## config.mk

```make
export PLATFORM = sky130hd
export DESIGN_NAME = pe_feeder
export DESIGN_NICKNAME = d
export VERILOG_FILES = /design/src/rtl/pe_feeder.sv
export SDC_FILE = /design/constraint.sdc
export NUM_CORES = 1
export LEC_CHECK = 0
export ABC_AREA = 1
export CAP_MARGIN = 20
export CORE_ASPECT_RATIO = 1.25
export CORE_MARGIN = 4
export CORE_UTILIZATION = 35
export DETAILED_ROUTE_END_ITERATION = 8
export PLACE_DENSITY = 0.78
export SYNTH_ARGS = -nofsm -noshare
export SYNTH_HDL_FRONTEND = slang
export SYNTH_SLANG_ARGS = --single-unit
```

## constraint.sdc

```tcl
create_clock -name clk -period 6.35 [get_ports clk]
set_clock_uncertainty 0.05 [all_clocks]
set_input_delay 1.27 -clock clk [delete_from_list [all_inputs] [get_ports clk]]
set_output_delay 1.27 -clock clk [all_outputs]
set_load 0.02 [all_outputs]
```

## src/rtl/pe_feeder.sv

```systemverilog
// pe_feeder: streams filter, ifmap and ipsum words from the buffer to a PE
// and writes the PE's output partial sums back to the buffer.
module pe_feeder #(
  parameter int ADDR_BITS = 16,
  parameter int DATA_BITS = 32
) (
  input  logic                 clk,
  input  logic                 rst,
  input  logic                 start,
  input  logic [12:0]          cfg,
  input  logic [ADDR_BITS-1:0] filter_base,
  input  logic [ADDR_BITS-1:0] ifmap_base,
  input  logic [ADDR_BITS-1:0] ipsum_base,
  input  logic [ADDR_BITS-1:0] opsum_base,
  output logic                 busy,
  output logic                 done,
  output logic                 rd_en,
  output logic [ADDR_BITS-1:0] rd_addr,
  input  logic [DATA_BITS-1:0] rd_data,
  output logic                 wr_en,
  output logic [ADDR_BITS-1:0] wr_addr,
  output logic [DATA_BITS-1:0] wr_data,
  output logic                 pe_en,
  output logic [12:0]          pe_config,
  output logic [DATA_BITS-1:0] filter,
  output logic [DATA_BITS-1:0] ifmap,
  output logic [DATA_BITS-1:0] ipsum,
  output logic                 filter_valid,
  output logic                 ifmap_valid,
  output logic                 ipsum_valid,
  input  logic                 filter_ready,
  input  logic                 ifmap_ready,
  input  logic                 ipsum_ready,
  input  logic [DATA_BITS-1:0] opsum,
  input  logic                 opsum_valid,
  output logic                 opsum_ready
);

  typedef enum logic [2:0] {
    IDLE,
    SEND_FILTER,
    SEND_IFMAP,
    SEND_IPSUM,
    RECV_OPSUM
  } state_t;

  state_t state, state_n;

  logic [12:0]          cfg_q;
  logic [ADDR_BITS-1:0] fb_q, ib_q, pb_q, ob_q;
  logic [4:0]           col, col_n;
  logic [4:0]           cnt, cnt_n;
  logic                 first, first_n;
  logic                 vld, vld_n;
  logic                 pe_en_q;

  logic [2:0] p, q, rs, n;
  logic [4:0] pxrs;
  logic [7:0] cn;
  logic [4:0] total;
  logic [4:0] idx;
  logic       rdy, hs, last;
  logic       accept;

  logic [ADDR_BITS-1:0] rd_base;
  logic [7:0]           rd_off;
  logic [7:0]           wr_off;

  assign p    = {1'b0, cfg_q[8:7]} + 3'd1;
  assign q    = {1'b0, cfg_q[1:0]} + 3'd1;
  assign rs   = {1'b0, cfg_q[11:10]} + 3'd1;
  assign n    = cfg_q[12] ? q : p;
  assign pxrs = {2'b0, p} * {2'b0, rs};
  assign cn   = {3'b0, col} * {5'b0, n};

  assign accept = (state == IDLE) && start;

  always_comb begin
    total = '0;
    rdy   = 1'b0;
    unique case (state)
      SEND_FILTER: begin
        total = pxrs;
        rdy   = filter_ready;
      end
      SEND_IFMAP: begin
        total = (col == 5'd0) ? {2'b0, rs} : 5'd1;
        rdy   = ifmap_ready;
      end
      SEND_IPSUM: begin
        total = {2'b0, n};
        rdy   = ipsum_ready;
      end
      RECV_OPSUM: total = {2'b0, n};
      default: ;
    endcase
  end

  assign hs   = (state == RECV_OPSUM) ? opsum_valid : (vld & rdy);
  assign last = (cnt + 5'd1) == total;
  // First word of a state reads offset 0; later reads prefetch cnt+1.
  assign idx  = first ? 5'd0 : cnt + 5'd1;

  always_comb begin
    rd_base = '0;
    rd_off  = '0;
    unique case (state)
      SEND_FILTER: begin
        rd_base = fb_q;
        rd_off  = {3'b0, idx};
      end
      SEND_IFMAP: begin
        rd_base = ib_q;
        rd_off  = (col == 5'd0) ? {3'b0, idx}
                : {5'b0, rs} - 8'd1 + {3'b0, col};
      end
      SEND_IPSUM: begin
        rd_base = pb_q;
        rd_off  = cn + {3'b0, idx};
      end
      default: ;
    endcase
  end

  assign wr_off = cn + {3'b0, cnt};

  always_comb begin
    state_n     = state;
    cnt_n       = cnt;
    col_n       = col;
    first_n     = 1'b0;
    vld_n       = vld;
    rd_en       = 1'b0;
    wr_en       = 1'b0;
    done        = 1'b0;
    opsum_ready = 1'b0;
    unique case (state)
      IDLE: begin
        if (start) begin
          state_n = SEND_FILTER;
          first_n = 1'b1;
          cnt_n   = '0;
          col_n   = '0;
          vld_n   = 1'b0;
        end
      end
      SEND_FILTER, SEND_IFMAP, SEND_IPSUM: begin
        rd_en = first | (hs & ~last);
        if (first) vld_n = 1'b1;
        if (hs) begin
          if (last) begin
            cnt_n = '0;
            vld_n = 1'b0;
            if (state == SEND_FILTER) begin
              state_n = SEND_IFMAP;
              first_n = 1'b1;
            end else if (state == SEND_IFMAP) begin
              state_n = SEND_IPSUM;
              first_n = 1'b1;
            end else begin
              state_n = RECV_OPSUM;
            end
          end else begin
            cnt_n = cnt + 5'd1;
          end
        end
      end
      RECV_OPSUM: begin
        opsum_ready = 1'b1;
        if (opsum_valid) begin
          wr_en = 1'b1;
          if (last) begin
            cnt_n = '0;
            if (col == cfg_q[6:2]) begin
              state_n = IDLE;
              done    = 1'b1;
            end else begin
              col_n   = col + 5'd1;
              state_n = SEND_IFMAP;
              first_n = 1'b1;
            end
          end else begin
            cnt_n = cnt + 5'd1;
          end
        end
      end
      default: state_n = IDLE;
    endcase
  end

  always_ff @(posedge clk or posedge rst) begin
    if (rst) begin
      state   <= IDLE;
      cnt     <= '0;
      col     <= '0;
      first   <= 1'b0;
      vld     <= 1'b0;
      pe_en_q <= 1'b0;
      cfg_q   <= '0;
      fb_q    <= '0;
      ib_q    <= '0;
      pb_q    <= '0;
      ob_q    <= '0;
    end else begin
      state   <= state_n;
      cnt     <= cnt_n;
      col     <= col_n;
      first   <= first_n;
      vld     <= vld_n;
      pe_en_q <= accept;
      if (accept) begin
        cfg_q <= cfg;
        fb_q  <= filter_base;
        ib_q  <= ifmap_base;
        pb_q  <= ipsum_base;
        ob_q  <= opsum_base;
      end
    end
  end

  assign busy      = (state != IDLE);
  assign pe_en     = pe_en_q;
  assign pe_config = cfg_q;

  assign filter_valid = vld && (state == SEND_FILTER);
  assign ifmap_valid  = vld && (state == SEND_IFMAP);
  assign ipsum_valid  = vld && (state == SEND_IPSUM);

  assign filter = filter_valid ? rd_data : '0;
  assign ifmap  = ifmap_valid  ? rd_data : '0;
  assign ipsum  = ipsum_valid  ? rd_data : '0;

  assign rd_addr = rd_en ? rd_base + ADDR_BITS'(rd_off) : '0;
  assign wr_addr = wr_en ? ob_q + ADDR_BITS'(wr_off) : '0;
  assign wr_data = wr_en ? opsum : '0;

endmodule

```

==> results.md <==
- The tightest slew margin relative to the limit is 29.8%.
- Among all flip-flop cells after synthesis, the most frequent one is dfrtp_1.
- The nature of the critical path endpoint is a primary output.
- The distinct cell type count of the synthesized netlist is 44.
- In this run, the number of DRC markers left after iteration 0 of detailed routing was 546.
- The library cell used most frequently in the layout, excluding fill and tap cells, is nand2_1.
- The final-layout fill cell count is 1954.
- The final cycle utilization of the critical path is 102%.
- The layout cell share with drive strength beyond 1 is 13.6%.
- Static timing analysis puts the maximum clock frequency at 0.155 GHz.
- The share of flip-flops with an asynchronous set or reset is 100%.
- Setup repair after global routing could not meet its margin everywhere.
- Setup violations remaining at the end of the flow were counted as 11.
- The area share of the largest cell type after synthesis is 29.9%.
- The shortest period the worst path allows is 6450 ps.
- The clock net in this run drives a total of 93 sinks.
- Across the run, the number of max-cap violations was 0.
- In this run the tool buffered the top-level ports with 329 buffer cells.
- Before antenna repair, the detailed router went through 5 iterations.
- The pin count of the biggest net entering global routing is 64.
- The net count of the finished layout is 1787.
- Once layout is done, the placed cells without fillers occupy 12500 sq um.
- For the pin with the worst max-slew slack, the measured transition is 1050 ps.
- The wire length after detailed routing is 29800 um.
- The effective utilization at floorplan is 35.9%.
- In this run the worst hold path is classified as reg -> reg.
- Broken down by cell family, the worst path's largest delay share belongs to adder cells.
- The first global-routing pass estimated 44900 um of wire.
- The number of buffers created by CTS is 9.
- The TritonCTS clock tree is yes.
- On the worst path, the slowest cell contributes a delay of 550 ps.
- The initial antenna violation count is 0.
- The number of max-slew violations in the final report is 0.
- The final core utilization is 57.6%.
- The average size of a mapped cell is 6.42 sq um.
- The average wire per cell in the routed design is 16.0 um.
- The post-detailed-placement half-perimeter wirelength is 22400 um.
- After the flow finishes, the layout carries non-filler instances totaling 1862.
- In the final layout, the multi-input gates occupy 5020 sq um.
- After detailed routing, the number of remaining DRC violations is 0.
- In this run the power density over the cells is 346 nW/um^2.
- STA classifies the critical path startpoint as a flip-flop.
- The buffers plus inverters on the worst setup path is 8.
- The setup slack of the worst register-to-register path is 2690 ps.
- The die area is 24700 sq um.
- The sequential area share after synthesis is 29.9%.
- The count of endpoints failing hold in the final timing report is 0.
- The core region is 21700 sq um.
- The count of nets left with antenna violations once routing finished came out at 0.
- The checks that failed: setup timing.
- The via count of the first global-routing pass is 8881.
- For this run, the total global-route usage over all layers was measured as 22.4%.
- The post-synthesis instance total is 1212.
- Summed over all cells, the static leakage comes to 6.34 nW.
- The placement-stage worst setup slack is -397 ps.
- For this design, the CTS-stage hold fixing added 0 buffers.
- In this run, synthesis inferred 0 flip-flops with an integrated enable.
- The highest net fanout along the worst path is 4.
- The worst-case IR drop observed on VDD is 0.224 mV.
- The cell area after placement is 11600 sq um.
- In this run the core area contains 60 standard-cell rows.
- The per-cell via count in the routed design is 4.89.
- The count of state elements after synthesis is 93.
- The sequential cell area is 2330 sq um.
- Measured along the x axis, the die boundary spans 141 um.
- The H-tree level count is 3.
- The number of top-level design ports is 330.
- Clock latency on the worst-skew pair, taken at its later pin, is 350 ps.
- For this design, the slowest cell found on the critical path is fa_2.
- The library cells used most frequently in the layout, excluding fill and tap cells, are nand2_1 (387), clkdlybuf4s50_1 (305), nor2_1 (190).
- The overall overflow remaining after global route is 0.
- The required arrival time at the worst endpoint is 5030 ps.
- After clock tree synthesis, the clock-pin slew on the worst setup and hold paths is 70 ps.
- The tree is rooted in a clkbuf_16.
- The type of the setup path with the least slack is reg -> out.
- During synthesis, Yosys emitted a total of 0 warnings.
- The maximum number of buffers from clock root to sink is 2.
- The signed area change from the synthesized netlist to the final layout is 60.6%.
- The final antenna diode count is 0.
- The run finished, with violations left.
- Data arrives at the worst endpoint at 5130 ps.
- At the end of routability-driven placement, the weighted congestion stood at 1.02.
- Ranked by total cell area, the synthesized netlist is headed by dfrtp_1 (30%), nand2_1 (19%), nor2_1 (9.3%).
- Counting tap cells, the placed design contains a total of 1834 instances.
- The area of the mapped netlist is 7780 sq um.
- The biggest area contributor in the post-synthesis netlist is dfrtp_1.
- For this block, the via count after detailed routing is 9109.
- The final worst-path setup slack is -101 ps.
- The vertical die dimension is 175 um.
metal layers:
metal  global-route usage (%)  part of all wire [%]  wire length, um
met1                     26.9                    40            11800
met2                     39.2                    51            15100
met3                     3.39                   5.9             1760
met4                     10.3                   3.9             1150
met5                        0                     0                0
path summary, 6_finish.rpt:
| path | from | endpoint | cells after the start |
|---|---|---|---|
| setup / recovery | pe_config[7]$_DFFE_PP0P_ | wr_addr[14] | 27 |
| hold reg to reg | pb_q[12]$_DFFE_PP0P_ | pb_q[12]$_DFFE_PP0P_ | 2 |
| max in group asynchronous | rst | pe_config[4]$_DFFE_PP0P_ | 3 |
| hold / removal | pb_q[12]$_DFFE_PP0P_ | pb_q[12]$_DFFE_PP0P_ | 2 |
| min in group asynchronous | rst | ib_q[0]$_DFFE_PP0P_ | 2 |
| setup reg to reg | pe_config[10]$_DFFE_PP0P_ | col[2]$_DFFE_PP0P_ | 19 |
cells by family after synthesis:
kind of cell             synth area share, %
AND/OR/NAND/NOR                         36.7
buffers and inverters                   11.0
AO/OA/AOI/OAI                           7.83
flip-flops                              29.9
adder cells (fa/ha/maj)                 10.9
XOR/XNOR                                3.60
other                                 0.0482
cells in the mapped netlist, types with 10 or more instances:
cell / n
inv_1: 167
xor2_1: 18
o21ai_0: 41
ha_1: 50
dfrtp_1: 93
clkbuf_1: 26
a21oi_1: 43
nand3_1: 53
nor2_2: 10
nand4_1: 10
xnor2_1: 14
nor2_1: 193
fa_1: 11
nand2_1: 401
metrics by stage:
step | hold slack [ps] | total power (W) | TNS [ps]
after detailed placement | 415 | 0.00350 | -3910
after floorplan | 399 | 0.00253 | 0
final | 430 | 0.00433 | -680
after CTS | 433 | 0.00422 | -53.7
after global placement | 413 | 0.00345 | -1710
after global routing | 449 | 0.00465 | -3870
registers in the layout, summed over array words and instances (netlist names):
signal,flops
state,3
cnt,5
vld,1
pb_q,16
pe_config,13
first,1
ob_q,16
ib_q,16
pe_en,1
col,5
fb_q,16
area by class of cell:
type	count	share of cell area [%]
multi-input combinational	903	40.2
timing repair buffer	397	30.3
sequential	93	18.6
inverter	174	5.28
tap	279	2.79
clock buffer	10	1.91
clock inverter	6	0.951
power by group:
part | leakage, nW | total (W) | switching [W] | internal, W
logic | 4.99 | 0.00261 | 0.00157 | 0.00105
registers | 1.17 | 0.00106 | 0.000214 | 0.000850
clock network | 0.175 | 0.000653 | 0.000253 | 0.000400
worst min-delay path, delay by kind of cell (launching register included):
kind,cells,cell delay (ps)
DFF,1,350
and+or+nand+nor,2,100
repair_timing:
item | 4_1_cts | 5_1_grt
resized for setup | 106 | 107
buffers inserted | 5 | 8
endpoints found under the setup margin | 23 | 23
pin swaps | 27 | 51
Note: power is estimated with default switching activity, not from simulation.
